<file path="config.mk">
export PLATFORM = sky130hd
export DESIGN_NAME = mult32x32_arbiter
export DESIGN_NICKNAME = d
export VERILOG_FILES = /design/src/rtl/mult32x32_arbiter.sv
export SDC_FILE = /design/constraint.sdc
export NUM_CORES = 1
export LEC_CHECK = 0
export ABC_AREA = 1
export CORE_AREA = 2 2 128 130
export DETAILED_ROUTE_END_ITERATION = 12
export DIE_AREA = 0 0 130 132
export DONT_BUFFER_PORTS = 1
export GPL_ROUTABILITY_DRIVEN = 1
export PLACE_DENSITY = 0.66
export SYNTH_ARGS = -nofsm -noshare
export SYNTH_HDL_FRONTEND = slang
export SYNTH_SLANG_ARGS = --single-unit
</file>
<file path="constraint.sdc">
create_clock -name clk -period 2.1 [get_ports clk]
set_clock_uncertainty 0.15 [all_clocks]
set_input_delay 0.42 -clock clk [delete_from_list [all_inputs] [get_ports clk]]
set_output_delay 0.42 -clock clk [all_outputs]
set_load 0.05 [all_outputs]
</file>
<file path="src/rtl/mult32x32_arbiter.sv">
// Round-robin arbiter sharing one start/busy 32x32 multiplier between two level-request ports.
// Grant and start follow the sampled request by one cycle; a waiting port holds its req until its done pulse.
module mult32x32_arbiter #(
  parameter int BUSY_TIMEOUT = 4
) (
  input  logic        clk,
  input  logic        reset,
  input  logic        req0,
  input  logic [31:0] a0,
  input  logic [31:0] b0,
  input  logic        req1,
  input  logic [31:0] a1,
  input  logic [31:0] b1,
  output logic        gnt0,
  output logic        gnt1,
  output logic        done0,
  output logic        done1,
  output logic        err,
  output logic [63:0] product,
  output logic        mult_start,
  output logic [31:0] mult_a,
  output logic [31:0] mult_b,
  input  logic        mult_busy,
  input  logic [63:0] mult_product
);

  typedef enum logic [2:0] {
    S_IDLE,
    S_START,
    S_WAIT_HI,
    S_WAIT_LO,
    S_DONE
  } state_t;

  localparam logic [3:0] LP_TIMEOUT = 4'(BUSY_TIMEOUT);

  state_t      r_state, w_state_nxt;
  logic        r_ptr, w_ptr_nxt;
  logic [3:0]  r_cnt, w_cnt_nxt;
  logic        r_gnt0, r_gnt1, w_gnt0, w_gnt1;
  logic        r_done0, r_done1, w_done0, w_done1;
  logic        r_err, w_err;
  logic        r_start, w_start;
  logic [31:0] r_a, r_b, w_a, w_b;
  logic [63:0] r_product, w_product;
  logic        w_sel1;

  always_ff @(posedge clk) begin
    if (reset) begin
      r_state   <= S_IDLE;
      r_ptr     <= 1'b0;
      r_cnt     <= '0;
      r_gnt0    <= 1'b0;
      r_gnt1    <= 1'b0;
      r_done0   <= 1'b0;
      r_done1   <= 1'b0;
      r_err     <= 1'b0;
      r_start   <= 1'b0;
      r_a       <= '0;
      r_b       <= '0;
      r_product <= '0;
    end else begin
      r_state   <= w_state_nxt;
      r_ptr     <= w_ptr_nxt;
      r_cnt     <= w_cnt_nxt;
      r_gnt0    <= w_gnt0;
      r_gnt1    <= w_gnt1;
      r_done0   <= w_done0;
      r_done1   <= w_done1;
      r_err     <= w_err;
      r_start   <= w_start;
      r_a       <= w_a;
      r_b       <= w_b;
      r_product <= w_product;
    end
  end

  always_comb begin
    w_state_nxt = r_state;
    w_ptr_nxt   = r_ptr;
    w_cnt_nxt   = r_cnt;
    w_gnt0      = r_gnt0;
    w_gnt1      = r_gnt1;
    w_done0     = 1'b0;
    w_done1     = 1'b0;
    w_err       = 1'b0;
    w_start     = 1'b0;
    w_a         = r_a;
    w_b         = r_b;
    w_product   = r_product;
    // Port 1 wins when it is the sole requester or when a tie goes to the pointer.
    w_sel1      = req1 & (~req0 | r_ptr);
    case (r_state)
      S_IDLE: begin
        if (req0 || req1) begin
          w_gnt0      = ~w_sel1;
          w_gnt1      = w_sel1;
          w_a         = w_sel1 ? a1 : a0;
          w_b         = w_sel1 ? b1 : b0;
          w_start     = 1'b1;
          w_state_nxt = S_START;
        end
      end
      S_START: begin
        w_cnt_nxt   = '0;
        w_state_nxt = S_WAIT_HI;
      end
      S_WAIT_HI: begin
        if (mult_busy) begin
          w_state_nxt = S_WAIT_LO;
        end else begin
          w_cnt_nxt = r_cnt + 4'd1;
          if (w_cnt_nxt == LP_TIMEOUT) begin
            w_product   = '0;
            w_done0     = r_gnt0;
            w_done1     = r_gnt1;
            w_err       = 1'b1;
            w_state_nxt = S_DONE;
          end
        end
      end
      S_WAIT_LO: begin
        if (!mult_busy) begin
          w_product   = mult_product;
          w_done0     = r_gnt0;
          w_done1     = r_gnt1;
          w_state_nxt = S_DONE;
        end
      end
      S_DONE: begin
        w_ptr_nxt   = r_gnt0;
        w_gnt0      = 1'b0;
        w_gnt1      = 1'b0;
        w_state_nxt = S_IDLE;
      end
      default: begin
        w_gnt0      = 1'b0;
        w_gnt1      = 1'b0;
        w_state_nxt = S_IDLE;
      end
    endcase
  end

  assign gnt0       = r_gnt0;
  assign gnt1       = r_gnt1;
  assign done0      = r_done0;
  assign done1      = r_done1;
  assign err        = r_err;
  assign product    = r_product;
  assign mult_start = r_start;
  assign mult_a     = r_a;
  assign mult_b     = r_b;

endmodule

</file>
Word-level counts from Yosys, hierarchy flattened
Index checks and enable logic that the tools add are counted.
Widths: inputs -> output; s select.
Storage, ports and cells
  bits in registers: 142
  bits of input ports: 197
  output and inout bits: 134
Cells by class
  add/subtract/negate cells: 1
  eq/ne operators: 10
  muxes and demuxes: 27
  bitwise operators: 7
  reduce and logical (&&, ||, !) cells: 12
Operators with widths (count)
  $mux 64: 3
  $pmux 64 s2: 1
  $mux 32: 2
  $mux 3: 4
  $pmux 3 s4: 1
  $mux 1: 10
  $ne 2x2->1 const B: 4
  $pmux 1 s2: 4
  $pmux 4 s2: 1
  $eq 3x2->1 const B: 2
  $reduce_and 2->1: 3
  $reduce_or 3->1: 2
  $not 1->1: 5
  $add 4x1->4 const B: 1
  $eq 4x3->1 const B: 1
  $mux 4: 1
  $reduce_and 4->1: 1
  $reduce_bool 2->1: 2
  $eq 3x1->1 const B: 1
  $eq 3x3->1 const B: 1
  $logic_not 3->1: 1
  $ne 3x3->1 const B: 1
  $reduce_and 3->1: 1
  $reduce_or 2->1: 1
  3 further kinds: 3

Depth between registers and ports, before layout
Gate-level depths: netlist (run 1).
  depth after elaboration: 6
  mapped depth: 11
  depth with buffers taken out: 10

Worst setup path before layout (run 1)
OpenSTA, ideal clock, no wires.
  path type: reg-to-reg
  start point: reg r_cnt[0]
  end point: reg r_product[38] (netlist: product[38])
  setup time: 0.115 ns
  arrival time: 1.400 ns
  slack: 0.435 ns
  cell stages (with the launch flop): 11
  path buffers: 2
  clock period less this slack: 1.665 ns
  path through: dfxtp_1 ha_1 inv_1 nand2_1 nand2_1 nor2_2 nand3_2 buf_6 buf_2 a21boi_1 nor2_1
Between the ends
  word-level cells in the longest chain between the ends: 4
Ends and longest elaborated chain
  start: declaration: RTL line 39  | logic [3:0] r_cnt, w_cnt_nxt;
  start signal: assignment: RTL line 65  | r_cnt <= w_cnt_nxt;
  $add 4x1->4: RTL line 112  | w_cnt_nxt = r_cnt + 4'd1;
  $eq 4x3->1: RTL line 113  | if (w_cnt_nxt == LP_TIMEOUT) begin
  $ne 2x2->1 (no source line)
  $reduce_and 4->1 (no source line)
  end signal: assignment: RTL line 74  | r_product <= w_product;
  end: declaration: RTL line 45  | logic [63:0] r_product, w_product;
No other way between the ends.
A chain may end at the register's enable or synchronous reset.

Worst setup path after layout (run 1)
  start point: reg r_cnt[0]
  end point: reg r_product[33] (netlist: product[33])
Same word-level chain as after synthesis.

==> impl_results.md, run 1 <==
- Chip Height: 132 microns
- Synth cell types: 24
- Capturing element type of the critical path: flip-flop
- Worst slew pin tran: 659 ps
- Hold Path Class: primary input to flip-flop
- Drt initial violations: 291
- Period utilization: 0.854
- Routability cong.: 0.779
- MaxCap Viol Count: 0
- I/O pin cnt: 331
- CP Buf/Inv Count: 2
- CP max stage delay: 420 ps
- Remaining Overflow, GRT: 0
- Post-synthesis cell area: 6630 sq um
- Clock Latency Late Sink: 410 ps
- Clock power frac: 0.251
- Final worst slack: 306 ps
- Initial antenna violation count: 0
- Core ar.: 15700 sq um
- Max Slew Vio Count: 0
- # clock sinks: 142
- Port Buf Inserts: 0
- Vias: 6266
- Row count: 46
- P&R area growth vs syn: 20.1%
- # diodes: 0
- Slowest CP cell: dfxtp_1
- Syn nets: 1142
- Most frequent CP cell: nand2_1
- CTS H-Tree Depth: 4
- CP Cell Sequence: ha_1 > inv_1 > nand2_1 > nand2_1 > nor2_2 > nand3_4 > buf_12 > a21boi_0 > nor2_1
- Crit-path max FO: 66
- Flops & latches, synth: 142
- 1st-pass router iterations: 5
- Post-route insts no fill: 1192
- Slew headroom: 0.560
- Final core occ: 0.507
- Ys flop type: dfxtp_1
- Worst vdd ir: 0.000893 V
- Num CTS Buffers: 17
- RSZ-0062 raised after global routing: false
- Seq pwr share: 0.526
- Pwr Density: 1480 nW/um^2
- DRT Wirelength: 19800 microns
- Cells after DPL: 1102
- Largest net degree at the start of global routing: 67
- Setup CP Type: flip-flop to flip-flop
- CTS clk-pin slew, worst paths: 70 ps
- Tot Pwr: 11.8 mW
- Max Buffers Root-to-Sink: 2
- Post-CTS sizing: 0
- Root buffer cell: clkbuf_16
- CP delay by family, top: simple AND/OR/NAND/NOR gates
- Cell accounting for the most synthesized area: dfxtp_1
- Antenna-violating nets left: 0
- Die Area: 17200 sq um
- Tot GR Track Use: 0.220
- Largest cells by area after synthesis: dfxtp_1 (43%), nand2_1 (12%), a21oi_1 (10%)
- Asr flop ratio synth: 0
- Vias in the first global route: 5728
- Mapped Avg Cell Area: 7.03 sq um
- Leakage: 3.60 nW
- Post-CTS setup buffers: 0
- Final min period: 1790 ps
- Post-Synthesis Cells: 943
- Top cell type's share of synthesized area: 0.429
- Int Power: 6.16 mW
- Combinational power share: 0.223
- Setup TNS: 0 ps
- Sw power: 5.63 mW
- Starting Density: 0.422
- Commonest non-fill, non-tap cell in the layout: nand2_1
- Final net count: 1162
- Via density per instance: 5.26
- Routed length per instance: 16.6 microns
- Status: completed
- Die width: 130 microns
- Final setup fails: 0
- Setup slack at placement: 317 ps
- Worst path arrival time: 1950 ps
- Switching share of total power: 0.477
- Final hold viol count: 0
- CTS tree: built
- Worst endpoint required time: 2250 ps
- Hpwl dp: 12600 microns
- Fillers: 1512
- Commonest cells after routing, fill and taps aside: nand2_1 (210), dfxtp_1 (142), a21oi_1 (133), inv_1 (76), nor2_1 (74)
- Post-synth EDFFs: 0
- Fraction of layout cells with a size suffix above 1: 0.0676
- Peak Freq: 0.557 GHz
- Startpoint type of the worst setup path: flip-flop
- DRC Markers: 0
- Sequential-to-total area share from yosys stat: 0.429
- First-pass GRT wire length: 30000 microns
- Syn. warnings: 0
==> through the flow <==
stage	area [sq um]	hold WS [ps]
after global routing	7960	7.49
after CTS	7950	0.441
final	7960	17.7
after floorplan	6630	294
after detailed placement	6810	345
after global placement	6810	344
==> final cells by class <==
class / count / area [sq um] / share of cell area
multi-input combinational: 641 / 3090 / 0.388
sequential: 142 / 2840 / 0.357
timing repair buffer: 78 / 868 / 0.109
clock buffer: 19 / 433 / 0.0544
inverter: 83 / 314 / 0.0394
tap: 216 / 270 / 0.0339
clock inverter: 13 / 141 / 0.0178
==> power by group through the flow <==
stage / registers (mW) / logic (mW) / clock network (mW)
final: 6.20 / 2.63 / 2.96
after global routing: 6.26 / 3.00 / 3.15
after CTS: 6.20 / 2.60 / 3.04
after detailed placement: 6.26 / 2.50 / 0
after global placement: 6.25 / 2.45 / 0
after floorplan: 6.01 / 1.97 / 0
==> path summary, 6_finish.rpt <==
path                                 from                       end  slack, ps  cells past startpoint
setup / recovery    r_cnt[0]$_SDFFE_PP0P_  product[33]$_SDFFE_PP0P_        310                      9
hold / removal                     b0[10]   mult_b[10]$_SDFFE_PP0P_         20                      2
setup reg to reg    r_cnt[0]$_SDFFE_PP0P_  product[33]$_SDFFE_PP0P_        310                      9
hold reg to reg   r_state[1]$_SDFFE_PP0P_          done0$_SDFF_PP0_        380                      2
==> synth_stat cells (3+ instances only) <==
master,count
nand2_1,211
dfxtp_1,142
a21oi_1,133
inv_1,78
nor2_1,74
nand3_1,73
o21ai_0,71
a21boi_1,34
clkbuf_1,32
a21boi_0,30
buf_2,17
buf_4,11
buf_6,9
buf_1,6
inv_2,5
nand4_1,3
nor2_2,3
==> timing repair <==
action / CTS / global route
endpoints found under the setup margin: 0 / 0
hold buffers: 57 / 1
hold endpoints to repair: 60 / 1
==> state kept, by name, indices dropped and copies added (netlist names) <==
name	count
err	1
mult_b	32
gnt0	1
gnt1	1
mult_a	32
r_ptr	1
done1	1
done0	1
r_state	3
mult_start	1
product	64
r_cnt	4
==> routing by layer <==
| metal | vias up | wire (microns) | global-route usage |
|---|---|---|---|
| li1 | 3095 | - | - |
| met1 | 2837 | 8060 | 0.259 |
| met2 | 288 | 9270 | 0.356 |
| met3 | 46 | 1710 | 0.0686 |
| met4 | 0 | 781 | 0.114 |
| met5 | - | 0 | 0 |
==> cells by family after synthesis <==
| family | Yosys count | share of synthesized area |
|---|---|---|
| AND/OR/NAND/NOR | 368 | 0.228 |
| adder cells (fa/ha/maj) | 2 | 0.00377 |
| flip-flops | 142 | 0.429 |
| AO/OA/AOI/OAI | 271 | 0.229 |
| buffers and inverters | 160 | 0.111 |
(Power assumes the default switching activity.)
==> run 2, diff against run 1 <==
CTS_BUF_LIST = sky130_fd_sc_hd__clkbuf_8   (was not set)
==> impl_results.md, run 2 (same netlist as run 1, synthesis figures left out) <==
- Status: completed (unchanged)
- CP max stage delay: 420 ps (about the same)
- Combinational power share: 0.247 (was 0.223)
- DRC Markers: 0 (unchanged)
- MaxCap Viol Count: 0 (unchanged)
- Peak Freq: 0.555 GHz (was 0.557 GHz)
- # clock sinks: 142 (unchanged)
- Starting Density: 0.422 (unchanged)
- 1st-pass router iterations: 5 (unchanged)
- Startpoint type of the worst setup path: flip-flop (unchanged)
- Crit-path max FO: 66 (unchanged)
- Hold slack: 31.8 ps (was 17.7 ps)
- Clock power frac: 0.195 (was 0.251)
- Clock Latency Late Sink: 430 ps (was 410 ps)
- Fraction of layout cells with a size suffix above 1: 0.0641 (was 0.0676)
- Num CTS Buffers: 17 (unchanged)
- Port Buf Inserts: 0 (unchanged)
- Final min period: 1800 ps (was 1790 ps)
- Routability cong.: 0.779 (unchanged)
- Die width: 130 microns (unchanged)
- Final net count: 1215 (was 1162)
- Antenna-violating nets left: 0 (unchanged)
- Seq pwr share: 0.557 (was 0.526)
- CTS clk-pin slew, worst paths: 90 ps (was 70 ps)
- DRT Wirelength: 21100 microns (was 19800 microns)
- Sw power: 5.61 mW (was 5.63 mW)
- Drt initial violations: 339 (was 291)
- Largest net degree at the start of global routing: 67 (unchanged)
- Row count: 46 (unchanged)
- Via density per instance: 5.27 (was 5.26)
- Worst endpoint required time: 2280 ps (was 2250 ps)
- I/O pin cnt: 331 (unchanged)
- Die Area: 17200 sq um (unchanged)
- Period utilization: 0.859 (was 0.854)
- Setup CP Type: flip-flop to flip-flop (unchanged)
- Setup TNS: 0 ps (unchanged)
- Worst path arrival time: 1980 ps (was 1950 ps)
- Final core occ: 0.528 (was 0.507)
- Worst slew pin tran: 664 ps (was 659 ps)
- Root buffer cell: clkbuf_8 (was clkbuf_16)
- Tot GR Track Use: 0.233 (was 0.220)
- Chip Height: 132 microns (unchanged)
- Leakage: 3.74 nW (was 3.60 nW)
- Vias: 6555 (was 6266)
- P&R area growth vs syn: 25.2% (was 20.1%)
- Hold Path Class: primary input to flip-flop (unchanged)
- Commonest cells after routing, fill and taps aside: nand2_1 (210), dfxtp_1 (142), a21oi_1 (133), dlygate4sd3_1 (111), inv_1 (78) (was nand2_1 (210), dfxtp_1 (142), a21oi_1 (133), inv_1 (76), nor2_1 (74))
- CP Cell Sequence: ha_1 > inv_1 > nand2_1 > nand2_1 > nor2_2 > nand3_4 > buf_12 > a21boi_1 > nor2_1 (was ha_1 > inv_1 > nand2_1 > nand2_1 > nor2_2 > nand3_4 > buf_12 > a21boi_0 > nor2_1)
- Commonest non-fill, non-tap cell in the layout: nand2_1 (unchanged)
- Max Buffers Root-to-Sink: 2 (unchanged)
- Vias in the first global route: 6005 (was 5728)
- Worst vdd ir: 0.000933 V (was 0.000893 V)
- Fillers: 1469 (was 1512)
- Initial antenna violation count: 0 (unchanged)
- Slew headroom: 0.556 (was 0.560)
- Final setup fails: 0 (unchanged)
- First-pass GRT wire length: 31900 microns (was 30000 microns)
- Switching share of total power: 0.504 (was 0.477)
- Final Cell Area: 8300 sq um (was 7960 sq um)
- CTS tree: built (unchanged)
- Int Power: 5.52 mW (was 6.16 mW)
- Most frequent CP cell: nand2_1 (unchanged)
- CTS H-Tree Depth: 4 (unchanged)
- Routed length per instance: 17.0 microns (was 16.6 microns)
- Slowest CP cell: dfxtp_1 (unchanged)
- Final hold viol count: 0 (unchanged)
- Hpwl dp: 12600 microns (unchanged)
- DP Area: 6810 sq um (unchanged)
- Core ar.: 15700 sq um (unchanged)
- Max Slew Vio Count: 0 (unchanged)
- RSZ-0062 raised after global routing: false (unchanged)
- Remaining Overflow, GRT: 0 (unchanged)
- Max FFs per register: 64 (unchanged)
- # diodes: 0 (unchanged)
- Pwr Density: 1340 nW/um^2 (was 1480 nW/um^2)
- Capturing element type of the critical path: flip-flop (unchanged)
- Post-CTS setup buffers: 0 (unchanged)
## run 2: worst max-delay path: cells and delay by family (launching register included)
| family | cells | cell delay [ps] |
|---|---|---|
| buf+inv | 2 | 240 |
| fa+ha+maj | 1 | 200 |
| compound gates | 1 | 200 |
| simple gates | 5 | 460 |
| flops | 1 | 420 |
## run 2: path summary, 6_finish.rpt
check                                            from                       to  slack (ps)  depth (start not counted)
worst max-delay path            r_cnt[0]$_SDFFE_PP0P_  product[1]$_SDFFE_PP0P_         300                          9
worst min-delay path                            b1[6]   mult_b[6]$_SDFFE_PP0P_          30                          2
worst max register to register  r_cnt[0]$_SDFFE_PP0P_  product[1]$_SDFFE_PP0P_         300                          9
worst min register to register     r_ptr$_SDFFE_PP0N_       r_ptr$_SDFFE_PP0N_         390                          2
## run 2: routing by layer
metal / vias up / GRT usage / share of wire
met2: 347 / 0.378 / 0.47
met1: 2961 / 0.275 / 0.39
met4: 0 / 0.107 / 0.038
met3: 50 / 0.0820 / 0.10
met5: - / 0 / 0
li1: 3197 / - / -
## run 2: through the flow
stage                     power, mW  setup slack [ps]  cells
after floorplan                7.98               435    943
after global placement         8.70               359   1102
after detailed placement       8.76               317   1102
after CTS                      11.1               303   1245
after global routing           11.7               113   1245
final                          11.1               297   1245
## run 2: final cells by class
type / instances / area [sq um] / area share
Multi-Input combinational cell: 641 / 3090 / 0.373
Sequential cell: 142 / 2840 / 0.342
Timing Repair Buffer: 131 / 1400 / 0.169
Inverter: 83 / 314 / 0.0378
Tap cell: 216 / 270 / 0.0326
Clock buffer: 17 / 234 / 0.0282
Clock inverter: 15 / 149 / 0.0179
## run 2: repair_timing
| item | CTS | global route |
|---|---|---|
| endpoints found under the hold margin | 68 | 0 |
| resized for setup | 0 | 0 |
| endpoints found under the setup margin | 0 | 0 |
| hold buffers | 111 | 0 |
## run 2: power by group through the flow
stage / logic (mW) / clock network (mW) / registers (mW)
2_1_floorplan: 1.97 / 0 / 6.01
3_3_place_gp: 2.45 / 0 / 6.25
3_5_place_dp: 2.50 / 0 / 6.26
4_1_cts: 2.68 / 2.23 / 6.20
5_1_grt: 3.11 / 2.34 / 6.27
6_report: 2.75 / 2.17 / 6.20
==> run 3, diff against run 2 <==
SKIP_LAST_GASP = 1   (was not set)
==> results of run 3 <==
The final DEF is identical to that of run 2; final timing and power are the same.
